<file path="config.mk">
export PLATFORM = sky130hd
export DESIGN_NAME = prbs_engine
export DESIGN_NICKNAME = d
export VERILOG_FILES = /design/src/rtl/prbs_engine.sv
export SDC_FILE = /design/constraint.sdc
export NUM_CORES = 1
export LEC_CHECK = 0
export CAP_MARGIN = 15
export CORE_AREA = 5 5 117 229
export DETAILED_ROUTE_END_ITERATION = 8
export DIE_AREA = 0 0 122 234
export RECOVER_POWER = 50
export SLEW_MARGIN = 20
export SYNTH_ARGS = -nofsm -noshare
export SYNTH_HDL_FRONTEND = slang
export SYNTH_SLANG_ARGS = --single-unit
</file>
<file path="constraint.sdc">
create_clock -name clk -period 4.3 [get_ports clk]
set_input_delay 0.645 -clock clk [delete_from_list [all_inputs] [get_ports clk]]
set_output_delay 0.645 -clock clk [all_outputs]
set_load 0.05 [all_outputs]
</file>
<file path="src/rtl/prbs_engine.sv">
// rtl/prbs_engine.sv - parametrised PRBS generator and self-synchronising checker
// Generator and checker share one Fibonacci LFSR step definition.
module prbs_engine #(
    parameter int              WIDTH      = 16,
    parameter logic [WIDTH-1:0] TAPS      = 16'hD008,
    parameter int              STEP       = 1,
    parameter logic [WIDTH-1:0] SEED      = {WIDTH{1'b1}},
    parameter int              LOCK_WORDS = 4,
    parameter int              BAD_WORDS  = 4
) (
    input  logic             clk,
    input  logic             rst,
    input  logic             gen_en,
    input  logic             seed_load,
    input  logic [WIDTH-1:0] seed_in,
    output logic [STEP-1:0]  gen_data,
    output logic             gen_valid,
    input  logic             chk_valid,
    input  logic [STEP-1:0]  chk_data,
    input  logic             err_clr,
    output logic             chk_locked,
    output logic [31:0]      err_cnt,
    output logic             err_word
);

    // Returns {state after STEP steps, emitted bits with the oldest in the MSB}.
    function automatic logic [WIDTH+STEP-1:0] lfsr_advance(input logic [WIDTH-1:0] s);
        logic [WIDTH-1:0] st;
        logic [STEP-1:0]  bits;
        logic             fb;
        st   = s;
        bits = '0;
        for (int i = 0; i < STEP; i++) begin
            fb             = ^(st & TAPS);
            st             = {st[WIDTH-2:0], fb};
            bits[STEP-1-i] = fb;
        end
        return {st, bits};
    endfunction

    function automatic logic [31:0] popcount(input logic [STEP-1:0] v);
        logic [31:0] n;
        n = '0;
        for (int i = 0; i < STEP; i++) begin
            n = n + {31'd0, v[i]};
        end
        return n;
    endfunction

    typedef enum logic [1:0] {HUNT, VERIFY, LOCKED} chk_state_t;

    logic [WIDTH-1:0]      gen_state_q, gen_state_d;
    logic [STEP-1:0]       gen_data_q, gen_data_d;
    logic                  gen_valid_q, gen_valid_d;
    logic [WIDTH+STEP-1:0] gen_adv;

    chk_state_t            state_q, state_d;
    logic [WIDTH-1:0]      pred_q, pred_d;
    logic [31:0]           fill_q, fill_d;
    logic [31:0]           clean_q, clean_d;
    logic [31:0]           bad_q, bad_d;
    logic [31:0]           err_q, err_d;
    logic                  err_word_q, err_word_d;
    logic [WIDTH+STEP-1:0] pred_adv;
    logic [STEP-1:0]       mismatch;
    logic [32:0]           err_sum;

    always_comb begin
        gen_adv     = lfsr_advance(gen_state_q);
        gen_state_d = gen_state_q;
        gen_data_d  = gen_data_q;
        gen_valid_d = 1'b0;
        if (seed_load) begin
            gen_state_d = (seed_in == '0) ? SEED : seed_in;
        end else if (gen_state_q == '0) begin
            gen_state_d = SEED;
        end else if (gen_en) begin
            gen_state_d = gen_adv[WIDTH+STEP-1:STEP];
            gen_data_d  = gen_adv[STEP-1:0];
            gen_valid_d = 1'b1;
        end
    end

    always_comb begin
        pred_adv   = lfsr_advance(pred_q);
        mismatch   = pred_adv[STEP-1:0] ^ chk_data;
        state_d    = state_q;
        pred_d     = pred_q;
        fill_d     = fill_q;
        clean_d    = clean_q;
        bad_d      = bad_q;
        err_word_d = 1'b0;
        err_sum    = {1'b0, (err_clr ? 32'd0 : err_q)};
        if (chk_valid) begin
            unique case (state_q)
                HUNT: begin
                    pred_d = WIDTH'({pred_q, chk_data});
                    fill_d = fill_q + 32'(STEP);
                    if (fill_d >= 32'(WIDTH)) begin
                        state_d = VERIFY;
                        clean_d = '0;
                    end
                end
                VERIFY: begin
                    // Free-run on the prediction so a single bad bit cannot poison pred.
                    pred_d = pred_adv[WIDTH+STEP-1:STEP];
                    if (pred_q == '0 || mismatch != '0) begin
                        state_d = HUNT;
                        fill_d  = '0;
                    end else begin
                        clean_d = clean_q + 32'd1;
                        if (clean_d >= 32'(LOCK_WORDS)) begin
                            state_d = LOCKED;
                            bad_d   = '0;
                        end
                    end
                end
                LOCKED: begin
                    pred_d  = pred_adv[WIDTH+STEP-1:STEP];
                    err_sum = err_sum + {1'b0, popcount(mismatch)};
                    if (mismatch != '0) begin
                        err_word_d = 1'b1;
                        bad_d      = bad_q + 32'd1;
                        if (bad_d >= 32'(BAD_WORDS)) begin
                            state_d = HUNT;
                            fill_d  = '0;
                        end
                    end else begin
                        bad_d = '0;
                    end
                end
                default: state_d = HUNT;
            endcase
        end
        err_d = err_sum[32] ? 32'hFFFF_FFFF : err_sum[31:0];
    end

    always_ff @(posedge clk) begin
        if (rst) begin
            gen_state_q <= SEED;
            gen_data_q  <= '0;
            gen_valid_q <= 1'b0;
            state_q     <= HUNT;
            pred_q      <= '0;
            fill_q      <= '0;
            clean_q     <= '0;
            bad_q       <= '0;
            err_q       <= '0;
            err_word_q  <= 1'b0;
        end else begin
            gen_state_q <= gen_state_d;
            gen_data_q  <= gen_data_d;
            gen_valid_q <= gen_valid_d;
            state_q     <= state_d;
            pred_q      <= pred_d;
            fill_q      <= fill_d;
            clean_q     <= clean_d;
            bad_q       <= bad_d;
            err_q       <= err_d;
            err_word_q  <= err_word_d;
        end
    end

    assign gen_data   = gen_data_q;
    assign gen_valid  = gen_valid_q;
    assign chk_locked = (state_q == LOCKED);
    assign err_cnt    = err_q;
    assign err_word   = err_word_q;

endmodule

</file>
After elaboration in Yosys (flattened, before gate mapping)
Index checks and enable logic that the tools add are counted.
Operators by class
  add/subtract/negate cells: 4
  $lt $le $gt $ge: 3
  eq/ne operators: 9
  mux-type cells: 28
  bitwise gates (word level): 5
  reduce and logical (&&, ||, !) cells: 21
Operators with widths (number)
  32-bit 2-to-1 mux: 10
  32-bit one-hot mux with 2 select lines: 2
  32-bit by 1-bit adder with 32-bit output (second input constant): 3
  32-bit one-hot mux with 3 select lines: 1
  33-bit 2-to-1 mux: 2
  32-bit by 3-bit greater-or-equal comparator with 1-bit output (second input constant): 2
  16-bit 2-to-1 mux: 4
  16-bit zero test: 3
  32-bit by 1-bit adder with 33-bit output: 1
  32-bit by 5-bit greater-or-equal comparator with 1-bit output (second input constant): 1
  16-bit one-hot mux with 2 select lines: 1
  16-bit parity: 2
  2-bit 2-to-1 mux: 5
  5-bit AND reduction: 2
  2-bit != test (second input constant): 4
  4-bit AND reduction: 2
  2-bit one-hot mux with 3 select lines: 1
  2-bit nonzero test: 3
  3-bit nonzero test: 2
  3-bit OR reduction: 2
  2-bit by 1-bit != test with 1-bit output (second input constant): 2
  1-bit NOT: 4
  3-bit != test (second input constant): 1
  3-bit AND reduction: 1
  8 further kinds: 9
Storage, ports and cells
  bits in registers: 165
  input port bits: 23
  output and inout port bits: 36
  word-level logic and storage cells: 80

Logic depth before layout (Yosys ltp)
  depth in word-level cells: 6
  depth in mapped cells: 17
  depth with buffers taken out: 17

Least setup slack after synthesis
No wires, ideal clock.
  path kind: reg2reg
  from: register pred_q[14]
  to: register err_q[19], in the netlist err_cnt[19]
  setup time: 65 ps
  data arrival time: 3552 ps
  required time: 4235 ps
  path slack: 683 ps
  cell stages (with the launch flop): 18
  buffers on the path: 1
  path through: dfxtp_1 > inv_1 > ha_1 > xor2_1 > xnor2_1 > xor2_1 > inv_1 > ha_1 > ha_1 > nand3_1 > nor4_1 > and2_0 > nand3_1 > nor3_1 > nand3_1 > clkbuf_1 > o21a_1 > nor2_1
Between the ends
  cells in the longest elaborated chain, start to end: 6
Ends and longest elaborated chain
  start: declaration: line 58  | logic [WIDTH-1:0] pred_q, pred_d;
  start signal: assignment: line 155  | pred_q <= pred_d;
  16-bit parity: line 34  | fb = ^(st & TAPS);
  1-bit bitwise XOR: line 86  | mismatch = pred_adv[STEP-1:0] ^ chk_data;
  via mismatch: line 65  | logic [STEP-1:0] mismatch;
  32-bit by 1-bit adder with 33-bit output: line 120  | err_sum = err_sum + {1'b0, popcount(mismatch)};
  33-bit 2-to-1 mux: line 95  | unique case (state_q)
  33-bit 2-to-1 mux: line 94  | if (chk_valid) begin
  32-bit 2-to-1 mux: line 135  | err_d = err_sum[32] ? 32'hFFFF_FFFF : err_sum[31:0];
  end signal: assignment: line 159  | err_q <= err_d;
  end: declaration: line 62  | logic [31:0] err_q, err_d;
The timed path passes the listed nets, and every way through them passes these cells.
A chain may end at the register's enable or synchronous reset.

Worst setup path in the final report
Same ends and word-level chain as after synthesis.

==> impl_metrics.yaml <==
sta:
  skew_ns: 0.00554
  setup_viol: 0
  rsz0062_at_grt: "false"
  finalHoldViolations: 0
  timing.fmax_mhz: 250
  slew_violations: 0
  tightest_slew_ns: 1.18
  fin_crit_sh: 0.930
  fin_setup_tns_ns: 0
  timing.final.crit_period_ns: 4.00
  fin_ws_ns: 0.300
  relSlewSlack: 0.209
setup_path:
  r2r_start: "pred_q[14]"
  cp-start-kind: "register"
  crit_family: "simple AND/OR/NAND/NOR gates"
  slowest_stage: "nor3_1"
  cp-end-kind: "register"
  cp.arrival_ns: 4.38
  path_cells: "inv_1, ha_1, xor2_1, xnor2_1, xor2_1, inv_1, ha_1, ha_1, nand3_1, nor4_1, and2_0, nand3_1, nor3_1, nand3_1, buf_12, o21a_1, nor2_1"
  worstSetupPathType: "register to register"
  r2r_cells: 17
  cp_data_required_time_ns: 4.68
  path_buf_inv: 3
  cp_max_fo: 25
  rr_endpoint: "err_cnt[19]"
  cp.depth: 17
  cpPeakStageDelay_ns: 0.40
  r2r_slack_ns: 0.30
placement:
  port_buffers: 58
  dp_hpwl_um: 22500
  dp_cells: 1688
  dp_slack_ns: 0.319
  gp_congestion: 0.909
power:
  p_per_area_nw_per_um2: 281
  p_int_mw: 2.52
  leakagePower_nw: 3.77
  comb_power_share: 0.047
  ir_drop_v: 0.000344
  p_clk_frac: 0.477
  p_switching_mw: 0.758
  switching_share: 0.231
  share_seq_of_total_power: 0.475
drt:
  drt_iter0_markers: 541
  via_per_inst: 5.98
  wire_per_inst_um: 18.4
  vias: 10300
  drt-pass1-iter-count: 5
  drc: 0
  final_antenna_net_count: 0
  drt_wl_total_um: 31600
finish:
  stdcell_count: 1718
  multi_input_area_um2: 6350
  final_common_cell: "nand2_1"
  syn2layout_area_growth_pct: 14.3
  n_antenna_cell: 0
  fill_cells: 2528
  regArea_um2: 3300
  mostFrequentLayoutCells: "nand2_1, dfxtp_1, a21oi_1"
  drive_gt1_frac: 0.0666
  nets: 1405
die:
  die_w_um: 122
  die_height_um: 234
  core_um2: 24900
  io_pins: 59
  row_count: 82
  initial_core_util: 0.409
  dieArea_um2: 28500
clocking:
  cts_hold_repair.buffers: 0
  clk_path_buf_depth: 2
  cts_tree: "done"
  clk_latency_ns: 0.45
  cts.sinks: 165
  ctsResizeCount: 0
  cts_root_buffer: "clkbuf_16"
  cts_setup_buffers: 0
  numCtsBuffers: 17
  cts_max_level: 4
  clk_transition_reported_paths_ns: 0.06
synthesis:
  synth_area_um2: 10200
  yosys_warnings: 0
  syn-instance-count: 1371
  synth_nets: 1405
  avgSynthCellArea_um2: 7.43
  ys.flop_type: "dfxtp_1"
  ys_seq_area_frac: 0.324
  synth_seq_cells: 165
  synth-edff-count: 0
  async_reset_ff_frac: 0
  synth_cell_types: 74
global_routing:
  grt_util_all_layers: 0.227
  grt_max_degree: 95
  grt_first_pass_wirelength_um: 52200
  overflow: 0
  grt_pass1_vias: 10100
  antenna_found_initial: 0
hold_path:
  hold_depth: 2
  holdCritStartpoint: "pred_q[15]"
  hp-class: "register to register"
  min_to: "pred_q[15]"
run:
  max-cap-violations: 0
outcome:
  outcome: "finished, final reports clean"
==> power groups by stage <==
| stage | Clock (mW) | Sequential [mW] | Combinational (mW) |
|---|---|---|---|
| 2_1_floorplan | 0 | 1.59 | 0.0895 |
| 3_3_place_gp | 0 | 1.59 | 0.157 |
| 3_5_place_dp | 0 | 1.59 | 0.159 |
| 4_1_cts | 1.60 | 1.56 | 0.159 |
| 5_1_grt | 1.66 | 1.56 | 0.170 |
| 6_report | 1.56 | 1.56 | 0.155 |
==> logic make-up (layout without fill, tap and decap cells) <==
kind of cell,after synthesis,count (layout),share of synthesized area
AND/OR/NAND/NOR,627,627,0.317
AO/OA/AOI/OAI,355,355,0.226
flip-flops,165,165,0.324
multiplexers,12,12,0.0119
XOR/XNOR,63,63,0.0541
adder cells (fa/ha/maj),11,11,0.0135
buffers and inverters,138,149,0.0530
==> worst register-to-register path: stages, from the launching register on <==
cell,delay [ns]
dfxtp_1,0.35
inv_1,0.05
ha_1,0.27
xor2_1,0.15
xnor2_1,0.35
xor2_1,0.18
inv_1,0.13
ha_1,0.19
ha_1,0.15
nand3_1,0.12
nor4_1,0.38
and2_0,0.21
nand3_1,0.15
nor3_1,0.41
nand3_1,0.35
buf_12,0.27
o21a_1,0.12
nor2_1,0.10
==> worst max path at each step <==
stage,from,end,slack (ns)
after global routing,pred_q[14],err_cnt[7],0.06
after CTS,pred_q[14],err_cnt[19],0.28
after global placement,pred_q[14],err_cnt[5],0.47
after detailed placement,pred_q[14],err_cnt[19],0.32
after floorplan,pred_q[14],err_cnt[19],0.68
final,pred_q[14],err_cnt[19],0.30
==> synth_stat cells, types with 20 or more instances <==
library cell	instances	area (um2)
a21oi_1	115	576
a311oi_1	31	272
a31oi_1	34	213
clkbuf_1	96	360
dfxtp_1	165	3300
nand2_1	185	694
nand3_1	71	355
nand4_1	39	244
nor2_1	94	353
nor3_1	44	220
nor4_1	29	181
o21ai_0	57	285
or3_1	21	131
or4_1	20	150
xnor2_1	47	412
==> registers in the layout, indices dropped and copies added (netlist names) <==
| register | cells |
|---|---|
| err_word | 1 |
| gen_data | 1 |
| clean_q | 32 |
| bad_q | 32 |
| state_q | 2 |
| pred_q | 16 |
| err_cnt | 32 |
| fill_q | 32 |
| gen_valid | 1 |
| gen_state_q | 16 |
==> final cells by class <==
class	count	share of cell area
Clock buffer	22	0.0424
Sequential cell	165	0.284
Clock inverter	8	0.00849
Multi-Input combinational cell	1068	0.545
Tap cell	336	0.0361
Inverter	20	0.00645
Timing Repair Buffer	99	0.0775
==> through the flow <==
stage,hold slack [ns],power [mW],utilization,cell area [um2]
final,0.466,3.28,0.467,11600
after global routing,0.488,3.39,0.467,11600
after CTS,0.460,3.32,0.468,11700
after detailed placement,0.451,1.75,0.444,11100
after global placement,0.450,1.75,0.444,11100
after floorplan,0.436,1.68,-,10200
==> routing by layer <==
metal / track usage / wire (um) / share of wire
met5: 0 / 0 / 0
met4: 0.112 / 1190 / 0.037
met3: 0.0434 / 1210 / 0.038
met2: 0.436 / 17600 / 0.56
met1: 0.228 / 11600 / 0.37
Power figures use the tool's default switching activity.
